## src/rtl/inst_fetch_pkg.sv

```systemverilog
// Shared constants and types for the instruction fetch unit and its cache.
// Opcodes are shared with the decoder.
package inst_fetch_pkg;

    localparam int unsigned ICACHE_INDEX_BITS_DEFAULT = 6;

    localparam logic [6:0] OPC_JAL    = 7'b1101111;
    localparam logic [6:0] OPC_JALR   = 7'b1100111;
    localparam logic [6:0] OPC_BRANCH = 7'b1100011;

    typedef enum logic [1:0] {
        StRun       = 2'd0,
        StMiss      = 2'd1,
        StWaitRedir = 2'd2
    } fetch_state_e;

    function automatic logic [31:0] align_word(input logic [31:0] addr);
        return addr & 32'hFFFF_FFFC;
    endfunction

endpackage

```

## src/rtl/inst_fetch_if.sv

```systemverilog
// Fetch-unit bus: decoder handoff, redirect strobes and the refill port.
// master is the fetch unit; slave is the decoder/ROB/memory side.
interface inst_fetch_if;

    logic        need_inst;
    logic        inst_ready;
    logic [31:0] pc_out;
    logic [31:0] inst_out;
    logic        clear_inst;
    logic [31:0] if_addr;
    logic        rob_clear;
    logic [31:0] rob_jump_addr;
    logic        mem_req_valid;
    logic [31:0] mem_req_addr;
    logic        mem_resp_valid;
    logic [31:0] mem_resp_data;

    modport master (
        input  need_inst,
        input  clear_inst,
        input  if_addr,
        input  rob_clear,
        input  rob_jump_addr,
        input  mem_resp_valid,
        input  mem_resp_data,
        output inst_ready,
        output pc_out,
        output inst_out,
        output mem_req_valid,
        output mem_req_addr
    );

    modport slave (
        output need_inst,
        output clear_inst,
        output if_addr,
        output rob_clear,
        output rob_jump_addr,
        output mem_resp_valid,
        output mem_resp_data,
        input  inst_ready,
        input  pc_out,
        input  inst_out,
        input  mem_req_valid,
        input  mem_req_addr
    );

endinterface

```

## src/rtl/inst_fetch_icache.sv

```systemverilog
// Direct-mapped instruction cache, one 32-bit word per line.
// Combinational lookup, single write port, valid bits cleared by reset.
module inst_fetch_icache
    import inst_fetch_pkg::*;
#(
    parameter int unsigned ICACHE_INDEX_BITS = ICACHE_INDEX_BITS_DEFAULT
) (
    input  logic        clk,
    input  logic        rst,
    input  logic [31:2] i_rd_addr,
    output logic        o_hit,
    output logic [31:0] o_rd_data,
    input  logic        i_we,
    input  logic [31:2] i_wr_addr,
    input  logic [31:0] i_wr_data
);

    localparam int unsigned LINES    = 1 << ICACHE_INDEX_BITS;
    localparam int unsigned TAG_BITS = 30 - ICACHE_INDEX_BITS;

    logic [31:0]                  r_data [LINES];
    logic [TAG_BITS-1:0]          r_tag  [LINES];
    logic [LINES-1:0]             r_valid;
    logic [ICACHE_INDEX_BITS-1:0] w_rd_idx;
    logic [ICACHE_INDEX_BITS-1:0] w_wr_idx;

    assign w_rd_idx = i_rd_addr[ICACHE_INDEX_BITS+1:2];
    assign w_wr_idx = i_wr_addr[ICACHE_INDEX_BITS+1:2];

    always_ff @(posedge clk or posedge rst) begin
        if (rst) begin
            r_valid <= '0;
        end else if (i_we) begin
            r_valid[w_wr_idx] <= 1'b1;
        end
    end

    // Data and tag storage needs no reset; valid bits gate every use.
    always_ff @(posedge clk) begin
        if (i_we) begin
            r_data[w_wr_idx] <= i_wr_data;
            r_tag[w_wr_idx]  <= i_wr_addr[31:ICACHE_INDEX_BITS+2];
        end
    end

    assign o_hit     = r_valid[w_rd_idx] && (r_tag[w_rd_idx] == i_rd_addr[31:ICACHE_INDEX_BITS+2]);
    assign o_rd_data = r_data[w_rd_idx];

endmodule

```

## src/rtl/inst_fetch.sv

```systemverilog
// Instruction fetch unit: holds the fetch PC, presents one instruction per cycle from the
// icache, refills misses and stalls after control flow until redirected.
module inst_fetch
    import inst_fetch_pkg::*;
#(
    parameter int unsigned ICACHE_INDEX_BITS = ICACHE_INDEX_BITS_DEFAULT,
    parameter logic [31:0] RESET_PC          = 32'h0
) (
    input  logic         clk,
    input  logic         rst,
    input  logic         rdy,
    inst_fetch_if.master bus
);

    fetch_state_e r_state;
    fetch_state_e w_state_next;
    logic [31:0]  r_pc;
    logic [31:0]  w_pc_next;
    logic [31:0]  r_fetch_addr;
    logic [31:0]  w_fetch_addr_next;
    logic         r_jalr_wait;
    logic         w_jalr_wait_next;

    logic         w_hit;
    logic [31:0]  w_line;
    logic [6:0]   w_opcode;
    logic         w_consume;
    logic         w_refill_we;
    logic         w_redirect;
    logic [31:0]  w_redirect_pc;

    inst_fetch_icache #(
        .ICACHE_INDEX_BITS(ICACHE_INDEX_BITS)
    ) u_icache (
        .clk       (clk),
        .rst       (rst),
        .i_rd_addr (r_pc[31:2]),
        .o_hit     (w_hit),
        .o_rd_data (w_line),
        .i_we      (w_refill_we),
        .i_wr_addr (r_fetch_addr[31:2]),
        .i_wr_data (bus.mem_resp_data)
    );

    assign w_opcode       = w_line[6:0];
    assign bus.inst_ready = rdy && (r_state == StRun) && w_hit;
    assign bus.pc_out     = r_pc;
    assign bus.inst_out   = w_hit ? w_line : 32'h0;
    assign bus.mem_req_valid = (r_state == StMiss);
    assign bus.mem_req_addr  = r_fetch_addr;

    assign w_consume   = bus.inst_ready && !bus.need_inst;
    assign w_refill_we = rdy && (r_state == StMiss) && bus.mem_resp_valid;

    // ROB flush outranks the decoder; a pending jalr only listens to the ROB.
    always_comb begin
        w_redirect    = 1'b0;
        w_redirect_pc = r_pc;
        if (bus.rob_clear) begin
            w_redirect    = 1'b1;
            w_redirect_pc = align_word(bus.rob_jump_addr);
        end else if (bus.clear_inst && !((r_state == StWaitRedir) && r_jalr_wait)) begin
            w_redirect    = 1'b1;
            w_redirect_pc = align_word(bus.if_addr);
        end
    end

    always_comb begin
        w_state_next      = r_state;
        w_pc_next         = r_pc;
        w_fetch_addr_next = r_fetch_addr;
        w_jalr_wait_next  = r_jalr_wait;

        unique case (r_state)
            StRun: begin
                if (!w_hit) begin
                    w_fetch_addr_next = r_pc;
                    w_state_next      = StMiss;
                end else if (w_consume) begin
                    if (w_opcode == OPC_JAL || w_opcode == OPC_BRANCH) begin
                        w_state_next     = StWaitRedir;
                        w_jalr_wait_next = 1'b0;
                    end else if (w_opcode == OPC_JALR) begin
                        w_state_next     = StWaitRedir;
                        w_jalr_wait_next = 1'b1;
                    end else begin
                        w_pc_next = r_pc + 32'd4;
                    end
                end
            end
            StMiss: begin
                if (bus.mem_resp_valid) begin
                    w_state_next = StRun;
                end
            end
            StWaitRedir: begin
            end
            default: begin
                w_state_next = StRun;
            end
        endcase

        // An outstanding refill always completes, so a redirect in MISS only moves the PC.
        if (w_redirect) begin
            w_pc_next = w_redirect_pc;
            if (r_state != StMiss) begin
                w_state_next      = StRun;
                w_fetch_addr_next = r_fetch_addr;
            end
        end
    end

    always_ff @(posedge clk or posedge rst) begin
        if (rst) begin
            r_state      <= StRun;
            r_pc         <= RESET_PC;
            r_fetch_addr <= 32'h0;
            r_jalr_wait  <= 1'b0;
        end else if (rdy) begin
            r_state      <= w_state_next;
            r_pc         <= w_pc_next;
            r_fetch_addr <= w_fetch_addr_next;
            r_jalr_wait  <= w_jalr_wait_next;
        end
    end

endmodule

```

## src/flat_wrapper.sv

```systemverilog
// flat-port wrapper written by rule: the top's interface ports become plain ports
module inst_fetch_flat import inst_fetch_pkg::*;
#(
    parameter int unsigned ICACHE_INDEX_BITS = ICACHE_INDEX_BITS_DEFAULT,
    parameter logic [31:0] RESET_PC          = 32'h0
)
  (clk, rst, rdy, bus_need_inst, bus_clear_inst, bus_if_addr, bus_rob_clear, bus_rob_jump_addr, bus_mem_resp_valid, bus_mem_resp_data, bus_inst_ready, bus_pc_out, bus_inst_out, bus_mem_req_valid, bus_mem_req_addr);
  inst_fetch_if bus_i ();
  input  logic clk;
  input  logic rst;
  input  logic rdy;
  input wire logic [$bits(bus_i.need_inst)-1:0] bus_need_inst;
  input wire logic [$bits(bus_i.clear_inst)-1:0] bus_clear_inst;
  input wire logic [$bits(bus_i.if_addr)-1:0] bus_if_addr;
  input wire logic [$bits(bus_i.rob_clear)-1:0] bus_rob_clear;
  input wire logic [$bits(bus_i.rob_jump_addr)-1:0] bus_rob_jump_addr;
  input wire logic [$bits(bus_i.mem_resp_valid)-1:0] bus_mem_resp_valid;
  input wire logic [$bits(bus_i.mem_resp_data)-1:0] bus_mem_resp_data;
  output wire logic [$bits(bus_i.inst_ready)-1:0] bus_inst_ready;
  output wire logic [$bits(bus_i.pc_out)-1:0] bus_pc_out;
  output wire logic [$bits(bus_i.inst_out)-1:0] bus_inst_out;
  output wire logic [$bits(bus_i.mem_req_valid)-1:0] bus_mem_req_valid;
  output wire logic [$bits(bus_i.mem_req_addr)-1:0] bus_mem_req_addr;
  assign bus_i.need_inst = bus_need_inst;
  assign bus_i.clear_inst = bus_clear_inst;
  assign bus_i.if_addr = bus_if_addr;
  assign bus_i.rob_clear = bus_rob_clear;
  assign bus_i.rob_jump_addr = bus_rob_jump_addr;
  assign bus_i.mem_resp_valid = bus_mem_resp_valid;
  assign bus_i.mem_resp_data = bus_mem_resp_data;
  assign bus_inst_ready = bus_i.inst_ready;
  assign bus_pc_out = bus_i.pc_out;
  assign bus_inst_out = bus_i.inst_out;
  assign bus_mem_req_valid = bus_i.mem_req_valid;
  assign bus_mem_req_addr = bus_i.mem_req_addr;
  inst_fetch #(.ICACHE_INDEX_BITS(ICACHE_INDEX_BITS), .RESET_PC(RESET_PC)) u_core (.clk(clk), .rst(rst), .rdy(rdy), .bus(bus_i));
endmodule
```

## config.mk

```make
export PLATFORM = sky130hd
export DESIGN_NAME = inst_fetch_flat
export DESIGN_NICKNAME = d
export VERILOG_FILES = /design/src/rtl/inst_fetch_pkg.sv /design/src/rtl/inst_fetch_if.sv /design/src/rtl/inst_fetch_icache.sv /design/src/rtl/inst_fetch.sv /design/src/flat_wrapper.sv
export SDC_FILE = /design/constraint.sdc
export NUM_CORES = 2
export LEC_CHECK = 0
export BUFFER_PORTS_ARGS = -buffer_cell sky130_fd_sc_hd__buf_2
export CAP_MARGIN = 5
export CORE_ASPECT_RATIO = 1.4
export CORE_MARGIN = 5
export CORE_UTILIZATION = 24
export CTS_CLUSTER_SIZE = 12
export DETAILED_ROUTE_END_ITERATION = 12
export HOLD_SLACK_MARGIN = 0.03
export PLACE_DENSITY = 0.44
export SLEW_MARGIN = 20
export SYNTH_ARGS = -nofsm -noshare
export SYNTH_HDL_FRONTEND = slang
export SYNTH_SLANG_ARGS = --single-unit
```

## constraint.sdc

```tcl
create_clock -name clk -period 5.5 [get_ports clk]
set_input_delay 0.275 -clock clk [delete_from_list [all_inputs] [get_ports clk]]
set_output_delay 0.275 -clock clk [all_outputs]
set_load 0.02 [all_outputs]
```

==> summary.txt <==
Route
  • Via count: 72500
  • Starting DRT DRC Count: 7831
  • Routed Antenna Nets: 0
  • Drt drc: 0
  • Total routed wirelength: 505000 um
  • DRT Pass-1 Iters: 6
  • Post-DR wirelength/cell: 32.8 um
  • Via-to-Cell Ratio: 4.72

Floorplan
  • Num ports: 201
  • # rows: 335
  • Initial Utilization: 24.1%
  • Core area: 595000 um2
  • Die area: 613000 um2
  • Die Y: 924 um
  • Die W: 663 um

Min path
  • HP Class: in -> reg
  • Hold_sp: bus_clear_inst
  • Worst hold stages: 6
  • WHS Endpoint: u_core.bus.pc_out[21]

Power and ir drop
  • PD cells: 393 nW/um2
  • Int Power: 0.0495 W
  • Clock power frac: 35.6%
  • Net Switching: 0.0179 W
  • Combinational group share of total power: 15.3%
  • Switching portion of total power: 26.5%
  • Lkg Pwr: 53.5 nW
  • VDD IR-drop max: 0.243 mV
  • Part of the power in registers: 49.1%
  • Pwr Total: 0.0673 W

Worst setup path
  • CP bufs+invs: 4
  • Crit path max-delay family: simple AND/OR/NAND/NOR gates
  • Reg-to-reg startpoint: u_core.bus.pc_out[2]
  • Critical Path End Type: output pin
  • CP Cell Sequence: buf_16 -> mux4_2 -> a22o_1 -> a2111oi_4 -> a211oi_2 -> a21oi_4 -> xnor2_1 -> or4_4 -> nor4_4 -> buf_12 -> buf_4 -> and3_1 -> buf_4
  • Required time worst endpoint: 5.22 ns
  • Critical path launch point type: flip-flop
  • Critical Path AT: 5.30 ns
  • Slowest cell on the critical path: or4_4
  • Critical path class: reg -> out
  • Max incr delay on CP: 0.58 ns
  • Reg2reg path depth: 15
  • R2R Setup Slk: 0.24 ns
  • Worst path most repeated cell: buf_4
  • Worst-path fanout max: 16
  • RR Endpoint: u_core.bus.pc_out[14]

Logic synthesis
  • Ys async rst share: 3.42%
  • Commonest cells in the netlist: edfxtp_1 (3584), mux4_2 (963), mux2i_1 (202), clkbuf_1 (165), nand2_1 (159)
  • Distinct cells, synth: 84
  • Largest cells by area after synthesis: edfxtp_1 (75%), mux4_2 (15%), dfrtp_1 (2.2%)
  • Leading area contributor after synthesis: edfxtp_1
  • Synth Cell Area: 143000 um2
  • Flops & latches, synth: 3711
  • Most common cell in the netlist: edfxtp_1
  • Synth Instances: 6373
  • YS warnings: 0
  • Mean Syn Cell Area: 22.5 um2
  • Ys flop type: edfxtp_1
  • Post-synth EDFFs: 3584
  • Area share of the largest cell type after synthesis: 75.1%
  • Seq/Total Area, Yosys: 77.4%

GRT
  • Vias in the first global route: 75600
  • GRT Total Usage: 15.9%
  • Met3 usage: 2.53%
  • Grt met1 use: 19.8%
  • Global route overflow: 0
  • Initial antenna violation count: 45
  • Largest net degree at the start of global routing: 112
  • First-pass GRT wire length: 673000 um
  • M2 GR Usage: 28.3%
  • Busiest grt layer: met2

Clock tree
  • Number of H-tree levels: 5
  • Clock sink count: 3711
  • TritonCTS clock tree: built
  • CTS Root Buffer Type: clkbuf_16
  • Clk slew on worst S/H paths: 0.07 ns
  • Clk buf depth: 4
  • TritonCTS Buffers: 376
  • Worst-skew pair later-pin latency: 0.98 ns

Layout
  • Nets: 7303
  • Final Util: 28.8%
  • Share of layout cells above drive strength 1: 32.3%
  • Syn-to-layout area delta: 19.5%
  • Fill cell count: 58100
  • Post-route cell area: 171000 um2

Outcome
  • Violated checks: setup timing
  • Status: finished, violations left

STA
  • Final Slew Violations: 0
  • Min Tclk post-route: 5.57 ns
  • Fin. Hold Viols: 0
  • Final period utilization: 101%
  • RSZ-0062 raised after global routing: yes
  • Worst-Margin Slew: 1.22 ns
  • Final setup margin: -0.0719 ns
  • Final setup fails: 31
  • Worst Skew: 0.0446 ns
  • Max Freq: 0.179 GHz
  • Slew HR: 18.9%

Placed design
  • Pre-CTS WS: 0.161 ns
  • IO Port Bufs: 192
  • DPL Wire Length: 289000 um
  • Routability Congestion: 0.788
  • Placed cell area: 157000 um2

Flow run
  • Total of max-cap violations: 0
-- tightest hold or removal path: cells and delay by family --
| family | cells | cell delay, ns |
|---|---|---|
| AO/OA/AOI/OAI | 3 | 0.37 |
| buffers and inverters | 2 | 0.42 |
| AND/OR/NAND/NOR | 1 | 0.16 |
-- kinds of logic (layout without fill, tap and decap cells) --
family	count (synthesis)	count (layout)	share of synthesized area [%]
xor+xnor	26	26	0.159
buf+inv	374	1445	1.22
compound gates	461	461	2.25
simple gates	585	585	2.07
flops	3711	3711	77.4
other cells	1	24	0.00262
mux	1214	1214	16.9
fa+ha+maj	1	1	0.00873
-- flip-flops by register name, indices dropped and copies added, names as in the netlist --
signal	count
u_core.bus.pc_out	30
u_core.r_state	2
u_core.u_icache.r_data	2048
u_core.r_jalr_wait	1
u_core.bus.mem_req_addr	30
u_core.u_icache.r_valid	64
u_core.u_icache.r_tag	1536
-- power groups by stage --
| stage | Clock [W] | Sequential [W] | Combinational (W) |
|---|---|---|---|
| 3_5_place_dp | 0 | 0.0337 | 0.00990 |
| 4_1_cts | 0.0245 | 0.0330 | 0.0103 |
| 2_1_floorplan | 0 | 0.0339 | 0.00477 |
| 6_report | 0.0239 | 0.0331 | 0.0103 |
| 5_1_grt | 0.0256 | 0.0331 | 0.0109 |
| 3_3_place_gp | 0 | 0.0336 | 0.00976 |
-- routing by layer --
metal  vias to the layer above  routed length (um)
met1                     40500              200000
met4                        14               16300
met2                      2650              259000
met5                         -                  76
li1                      28700                   -
met3                       655               29900
-- stage by stage --
step | std cells | hold WS [ns] | TNS (ns)
after floorplan | 6376 | 0.374 | 0
after global placement | 14500 | 0.232 | 0
after detailed placement | 14500 | 0.235 | 0
after CTS | 15300 | 0.0346 | -4.34
after global routing | 15400 | 0.317 | -3.70
final | 15400 | 0.312 | -1.15
-- cell usage in the layout, fill, tap and decap left out, types with 67 or more instances in the layout --
| cell | count |
|---|---|
| dlygate4sd3_1 | 116 |
| nor2_1 | 67 |
| a22oi_1 | 87 |
| dfrtp_1 | 97 |
| or2_2 | 68 |
| a21oi_1 | 67 |
| nand2_1 | 154 |
| buf_2 | 149 |
| mux2i_1 | 201 |
| mux4_2 | 963 |
| edfxtp_1 | 3584 |
| clkbuf_16 | 392 |
| clkbuf_1 | 119 |
| buf_4 | 389 |
-- worst max path at each step --
stage / cells after the start / startpoint / slack [ns] / to
after floorplan: 13 / u_core.bus.pc_out[2] / 0.87 / bus_inst_out[10]
after global placement: 14 / u_core.bus.pc_out[4] / 0.15 / u_core.bus.mem_req_addr[16]
after detailed placement: 13 / u_core.bus.pc_out[4] / 0.16 / bus_inst_out[28]
after CTS: 16 / u_core.bus.pc_out[2] / -0.16 / bus_inst_out[22]
after global routing: 12 / u_core.bus.pc_out[6] / -0.15 / bus_inst_out[0]
final: 13 / u_core.bus.pc_out[2] / -0.07 / bus_inst_out[0]
-- area by class of cell --
| cell class | count | area [um2] | area share (%) |
|---|---|---|---|
| multi-input combinational | 2291 | 31600 | 18.5 |
| timing repair buffer | 802 | 7650 | 4.47 |
| inverter | 17 | 71.3 | 0.0417 |
| antenna | 20 | 50.0 | 0.0292 |
| clock buffer | 511 | 10100 | 5.92 |
| clock inverter | 115 | 898 | 0.525 |
| tap | 7919 | 9910 | 5.79 |
| sequential | 3711 | 111000 | 64.7 |
-- what timing repair did --
| action | 4_1_cts | 5_1_grt |
|---|---|---|
| buffers inserted | 33 | 33 |
| gates cloned | 8 | 10 |
| pin swaps | 7 | 15 |
| endpoints found under the setup margin | 33 | 36 |
| hold buffers | 110 | 6 |
| gates resized for setup | 103 | 106 |
| hold endpoints to repair | 1645 | 384 |
(Power assumes the default switching activity.)
